### config.mk
export PLATFORM = sky130hd
export DESIGN_NAME = tetris_game_ctrl
export DESIGN_NICKNAME = d
export VERILOG_FILES = /design/src/rtl/tetris_game_ctrl.sv
export SDC_FILE = /design/constraint.sdc
export NUM_CORES = 1
export LEC_CHECK = 0
export ABC_AREA = 1
export CAP_MARGIN = 20
export CELL_PAD_IN_SITES_DETAIL_PLACEMENT = 0
export CELL_PAD_IN_SITES_GLOBAL_PLACEMENT = 1
export CORE_MARGIN = 4
export CORE_UTILIZATION = 30
export CTS_CLUSTER_DIAMETER = 60
export DETAILED_ROUTE_END_ITERATION = 10
export MAX_ROUTING_LAYER = met4
export PLACE_DENSITY_LB_ADDON = 0.1
export SYNTH_ARGS = -nofsm -noshare
export SYNTH_HDL_FRONTEND = slang
export SYNTH_SLANG_ARGS = --single-unit
### constraint.sdc
create_clock -name i_clk -period 1.65 [get_ports i_clk]
set_input_delay 0.2475 -clock i_clk [delete_from_list [all_inputs] [get_ports i_clk]]
set_output_delay 0.2475 -clock i_clk [all_outputs]
set_load 0.02 [all_outputs]
### src/rtl/tetris_game_ctrl.sv
// Game-flow scheduler for the falling-piece datapath. It decides when the
// active piece spawns, shifts, steps down or locks. After a lock it scans the
// board bottom-up and issues row clears, and it tracks cleared lines and level.
module tetris_game_ctrl #(
  parameter int ROWS      = 20,
  parameter int GRAV_INIT = 50,
  parameter int GRAV_STEP = 4,
  parameter int GRAV_MIN  = 8,
  parameter int LPL       = 10
) (
  input  logic       i_clk,
  input  logic       i_rst,
  input  logic       i_start,
  input  logic       i_tick,
  input  logic [1:0] i_move_req,
  input  logic       i_blocked_l,
  input  logic       i_blocked_r,
  input  logic       i_blocked_d,
  input  logic       i_spawn_ok,
  input  logic       i_row_full,
  output logic       o_spawn,
  output logic       o_step_down,
  output logic [1:0] o_shift,
  output logic       o_lock,
  output logic       o_clear_row,
  output logic [4:0] o_scan_row,
  output logic [2:0] o_state,
  output logic       o_game_over,
  output logic [9:0] o_lines,
  output logic [3:0] o_level
);

  localparam int PW  = $clog2(GRAV_INIT + 1);
  localparam int LCW = (LPL > 1) ? $clog2(LPL) : 1;

  typedef enum logic [2:0] {
    S_IDLE  = 3'd0,
    S_SPAWN = 3'd1,
    S_FALL  = 3'd2,
    S_LOCK  = 3'd3,
    S_SCAN  = 3'd4,
    S_CLEAR = 3'd5,
    S_OVER  = 3'd6
  } state_t;

  state_t          r_state, w_state_next;
  logic            r_spawn, w_spawn_next;
  logic            r_step_down, w_step_down_next;
  logic [1:0]      r_shift, w_shift_next;
  logic            r_lock, w_lock_next;
  logic            r_clear_row, w_clear_row_next;
  logic [4:0]      r_scan_row, w_scan_row_next;
  logic            r_game_over;
  logic [9:0]      r_lines, w_lines_next;
  logic [3:0]      r_level, w_level_next;
  logic [LCW-1:0]  r_lvl_cnt, w_lvl_cnt_next;
  logic [PW-1:0]   r_grav_cnt, w_grav_cnt_next;
  logic [PW-1:0]   r_period, w_period_next;

  // Gravity period for the current level, clamped at the minimum; it is only
  // latched on a spawn so a level-up mid-piece does not speed the piece up.
  int              w_level_dec;
  logic [PW-1:0]   w_period_calc;
  assign w_level_dec   = int'(r_level) * GRAV_STEP;
  assign w_period_calc = (GRAV_INIT - w_level_dec <= GRAV_MIN) ? PW'(GRAV_MIN)
                                                                : PW'(GRAV_INIT - w_level_dec);

  // Next-state and next-output decode; every output is registered below.
  always_comb begin
    w_state_next     = r_state;
    w_spawn_next     = 1'b0;
    w_step_down_next = 1'b0;
    w_shift_next     = 2'd0;
    w_lock_next      = 1'b0;
    w_clear_row_next = 1'b0;
    w_scan_row_next  = r_scan_row;
    w_lines_next     = r_lines;
    w_level_next     = r_level;
    w_lvl_cnt_next   = r_lvl_cnt;
    w_grav_cnt_next  = r_grav_cnt;
    w_period_next    = r_period;
    case (r_state)
      S_IDLE, S_OVER: begin
        if (i_start) begin
          w_lines_next   = '0;
          w_level_next   = '0;
          w_lvl_cnt_next = '0;
          w_state_next   = S_SPAWN;
        end
      end
      S_SPAWN: begin
        if (i_spawn_ok) begin
          w_spawn_next    = 1'b1;
          w_grav_cnt_next = '0;
          w_period_next   = w_period_calc;
          w_state_next    = S_FALL;
        end else begin
          w_state_next = S_OVER;
        end
      end
      S_FALL: begin
        if (i_tick) begin
          if (r_grav_cnt == r_period - PW'(1)) begin
            // Gravity due: the move request on this tick is dropped.
            w_grav_cnt_next = '0;
            if (i_blocked_d) w_state_next = S_LOCK;
            else             w_step_down_next = 1'b1;
          end else begin
            w_grav_cnt_next = r_grav_cnt + PW'(1);
            if (i_move_req == 2'd1 && !i_blocked_l) w_shift_next = 2'd1;
            if (i_move_req == 2'd2 && !i_blocked_r) w_shift_next = 2'd2;
          end
        end
      end
      S_LOCK: begin
        w_lock_next     = 1'b1;
        w_scan_row_next = 5'(ROWS - 1);
        w_state_next    = S_SCAN;
      end
      S_SCAN: begin
        if (i_row_full) begin
          w_clear_row_next = 1'b1;
          if (r_lines != 10'd1023) w_lines_next = r_lines + 10'd1;
          if (r_lvl_cnt == LCW'(LPL - 1)) begin
            w_lvl_cnt_next = '0;
            if (r_level != 4'd15) w_level_next = r_level + 4'd1;
          end else begin
            w_lvl_cnt_next = r_lvl_cnt + LCW'(1);
          end
          w_state_next = S_CLEAR;
        end else if (r_scan_row == 5'd0) begin
          w_state_next = S_SPAWN;
        end else begin
          w_scan_row_next = r_scan_row - 5'd1;
        end
      end
      // Rows above have shifted down into scan_row, so rescan the same row.
      S_CLEAR: w_state_next = S_SCAN;
      default: w_state_next = S_IDLE;
    endcase
  end

  // State and output registers with synchronous reset.
  always_ff @(posedge i_clk) begin
    if (i_rst) begin
      r_state     <= S_IDLE;
      r_spawn     <= 1'b0;
      r_step_down <= 1'b0;
      r_shift     <= 2'd0;
      r_lock      <= 1'b0;
      r_clear_row <= 1'b0;
      r_scan_row  <= 5'd0;
      r_game_over <= 1'b0;
      r_lines     <= 10'd0;
      r_level     <= 4'd0;
      r_lvl_cnt   <= '0;
      r_grav_cnt  <= '0;
      r_period    <= PW'(GRAV_INIT);
    end else begin
      r_state     <= w_state_next;
      r_spawn     <= w_spawn_next;
      r_step_down <= w_step_down_next;
      r_shift     <= w_shift_next;
      r_lock      <= w_lock_next;
      r_clear_row <= w_clear_row_next;
      r_scan_row  <= w_scan_row_next;
      r_game_over <= (w_state_next == S_OVER);
      r_lines     <= w_lines_next;
      r_level     <= w_level_next;
      r_lvl_cnt   <= w_lvl_cnt_next;
      r_grav_cnt  <= w_grav_cnt_next;
      r_period    <= w_period_next;
    end
  end

  assign o_spawn     = r_spawn;
  assign o_step_down = r_step_down;
  assign o_shift     = r_shift;
  assign o_lock      = r_lock;
  assign o_clear_row = r_clear_row;
  assign o_scan_row  = r_scan_row;
  assign o_state     = r_state;
  assign o_game_over = r_game_over;
  assign o_lines     = r_lines;
  assign o_level     = r_level;

endmodule
==> qor.txt <==
Status: complete, no violations
DIE HEIGHT: 99.1 um
Post-synth EDFFs: 0
Flop pwr share: 38.6%
Post-synth top flop: dfxtp_1
# Post-CTS Setup Buffers: 0
# diodes: 0
Final Routed Wirelength: 6580 um
Synthesized area: 2490 sq um
Startpoint Class: flop
Setup Skew: 0.00706 ns
Most instantiated cells after synthesis: nand2_1 (88), nor2_1 (52), dfxtp_1 (44)
Number of global-route vias before repair: 2332
Synth Warn #: 0
Max cap viols: 0
Full die area: 9820 sq um
Cells after Synth: 379
Fin. max-slew vios: 0
H-Tree Depth: 2
GR Overflow Total: 0
Req. time, crit path: 1.40 ns
Skew-Pair Late Insertion Delay: 0.29 ns
Post-layout min period: 1.60 ns
M1 WL: 3530 um
Yosys top cell by area: dfxtp_1
Core area: 7890 sq um
Setup violations, final: 0
Vias per cell: 4.55
Crit end category: output pin
Post-Route Utilization: 40.9%
Clock Sinks: 44
CP Max Fanout: 4
Wire per inst: 12.2 um
Combinational Power Share: 43.0%
WL met3: 241 um
First-pass GRT wire length: 11200 um
Peak supply drop: 0.000652 V
Fin cells: 540
Initial Util: 31.6%
Cell total after placement: 535
DR vias: 2455
Sw Ratio: 40.9%
FMAX: 0.624 GHz
Relative slew slack: 72.5%
Register area: 882 sq um
Area grow syn2layout: 29.6%
CTS tree: built
Initial antenna violation count: 0
Dpl hpwl: 5090 um
First-pass DRT Iterations: 4
CTS buffer count: 5
Pin count of the biggest net entering global routing: 28
Place WS: 0.00441 ns
Post-synth ARST share: 0%
PwrDens: 1060 nW/um^2
Yosys reg bits: 44
Net switching power: 1.39 mW
Synth top area share: 35.4%
Hold crit path type: flop to flop
Fill cells: 844
Share of cells above drive strength 1: 12.6%
Final worst path period share: 97.1%
Most common cell in the netlist: nand2_1
IO Pins: 40
RSZ-0062 raised after global routing: true
WP data arrival: 1.35 ns
All-Layer GR Usage: 14.3%
Max Used Layer: met4
DRT antenna net count: 0
Power share of the clock group: 18.4%
GPL Wtd Cong: 0.789
Syn avg cell area: 6.57 sq um
CTS clk-pin slew, worst paths: 0.08 ns
CTS Root Cell: clkbuf_8
IO buf count: 39
Iter 0 DRT Violations: 107
DR WL met2: 2750 um
Overall Power: 3.41 mW
Post-layout net count: 460
Lkg Pwr: 1.43 nW
Row count: 32
Drt drc: 0
Multi-input logic area: 1380 sq um
Internal power: 2.01 mW
PnR worst setup slack: 0.0478 ns
Hold Vio Cnt, Final: 0
Die Wd: 99.1 um
Top post-synthesis cells by area: dfxtp_1 (35%), nand2_1 (13%), nor2_1 (7.8%)
Worst-Margin Slew: 0.408 ns
Sequential-to-total area share from yosys stat: 35.4%
Crit Path Class: flop to output pin
Syn nets: 399
Clk buf depth: 2
Netlist cell types: 27
[power groups by stage]
| stage | sequential (mW) | clock (mW) | combinational [mW] |
|---|---|---|---|
| 3_5_place_dp | 1.34 | 0 | 1.50 |
| 4_1_cts | 1.31 | 0.660 | 1.48 |
| 3_3_place_gp | 1.34 | 0 | 1.50 |
| 5_1_grt | 1.34 | 0.698 | 1.65 |
| 6_report | 1.32 | 0.628 | 1.47 |
| 2_1_floorplan | 1.43 | 0 | 0.860 |
[final timing paths]
check | start | end | slack (ns) | cells after the start
hold / removal | r_period[2]$_SDFFE_PP0P_ | r_period[2]$_SDFFE_PP0P_ | 0.47 | 2
setup / recovery | o_lines[3]$_SDFFE_PP0P_ | o_lines[3] | 0.05 | 2
hold reg to reg | r_period[2]$_SDFFE_PP0P_ | r_period[2]$_SDFFE_PP0P_ | 0.47 | 2
setup reg to reg | r_period[1]$_SDFFE_PP1P_ | o_shift[1]$_SDFF_PP0_ | 0.14 | 9
[final cells by class]
class | instances | share of cell area, %
flip-flops and latches | 44 | 27.3
inverters | 52 | 6.05
multi-input cells | 276 | 42.8
repair buffers | 61 | 17.7
well taps | 102 | 3.95
clock buffers | 5 | 2.13
[state kept, by name, indices dropped and copies added (netlist names)]
name / flops
o_scan_row: 5
o_spawn: 1
r_grav_cnt: 6
r_period: 5
o_state: 3
r_lvl_cnt: 4
o_clear_row: 1
o_shift: 2
o_game_over: 1
o_level: 4
o_step_down: 1
o_lock: 1
o_lines: 10
[placed cells by master (no fill, tap or decap), drive strengths merged, types with 2 or more instances in the layout]
cell type and instances:
a21oi 34, buf 22, clkbuf 5, clkdlybuf4s50 27, dfxtp 44, dlygate4sd2 7
dlymetal6s2s 5, ha 9, inv 52, nand2 93, nand3 38, nand4 5
nor2 58, nor3 4, o211ai 2, o21ai 18, xnor2 4, xor2 6
[stage by stage]
| stage | TNS, ns | hold WS, ns | instance area [sq um] |
|---|---|---|---|
| after floorplan | 0 | 0.373 | 2490 |
| after global placement | 0 | 0.455 | 3140 |
| after detailed placement | 0 | 0.462 | 3140 |
| after CTS | 0 | 0.473 | 3200 |
| after global routing | -0.00145 | 0.505 | 3230 |
| final | 0 | 0.474 | 3230 |
[kinds of logic after synthesis]
group	after synthesis	synth area share, %
simple gates	202	35.6
buf+inv	59	9.50
compound gates	55	11.5
flops	44	35.4
xor+xnor	10	3.52
fa+ha+maj	9	4.52
[worst max-delay path: stages, from the launching register on]
cell	delay, ns
dfxtp_1	0.34
buf_4	0.13
clkdlybuf4s50_1	0.59
[routing by layer]
layer	up-vias	global-route usage, %
met5	-	-
met2	28	20.7
li1	1331	-
met3	8	2.88
met4	0	3.47
met1	1088	20.4
[repair_timing]
action                     CTS  global route
hold buffers                 0             0
setup endpoints to repair    7            23
gates resized for setup      7             9
(Power assumes the default switching activity.)
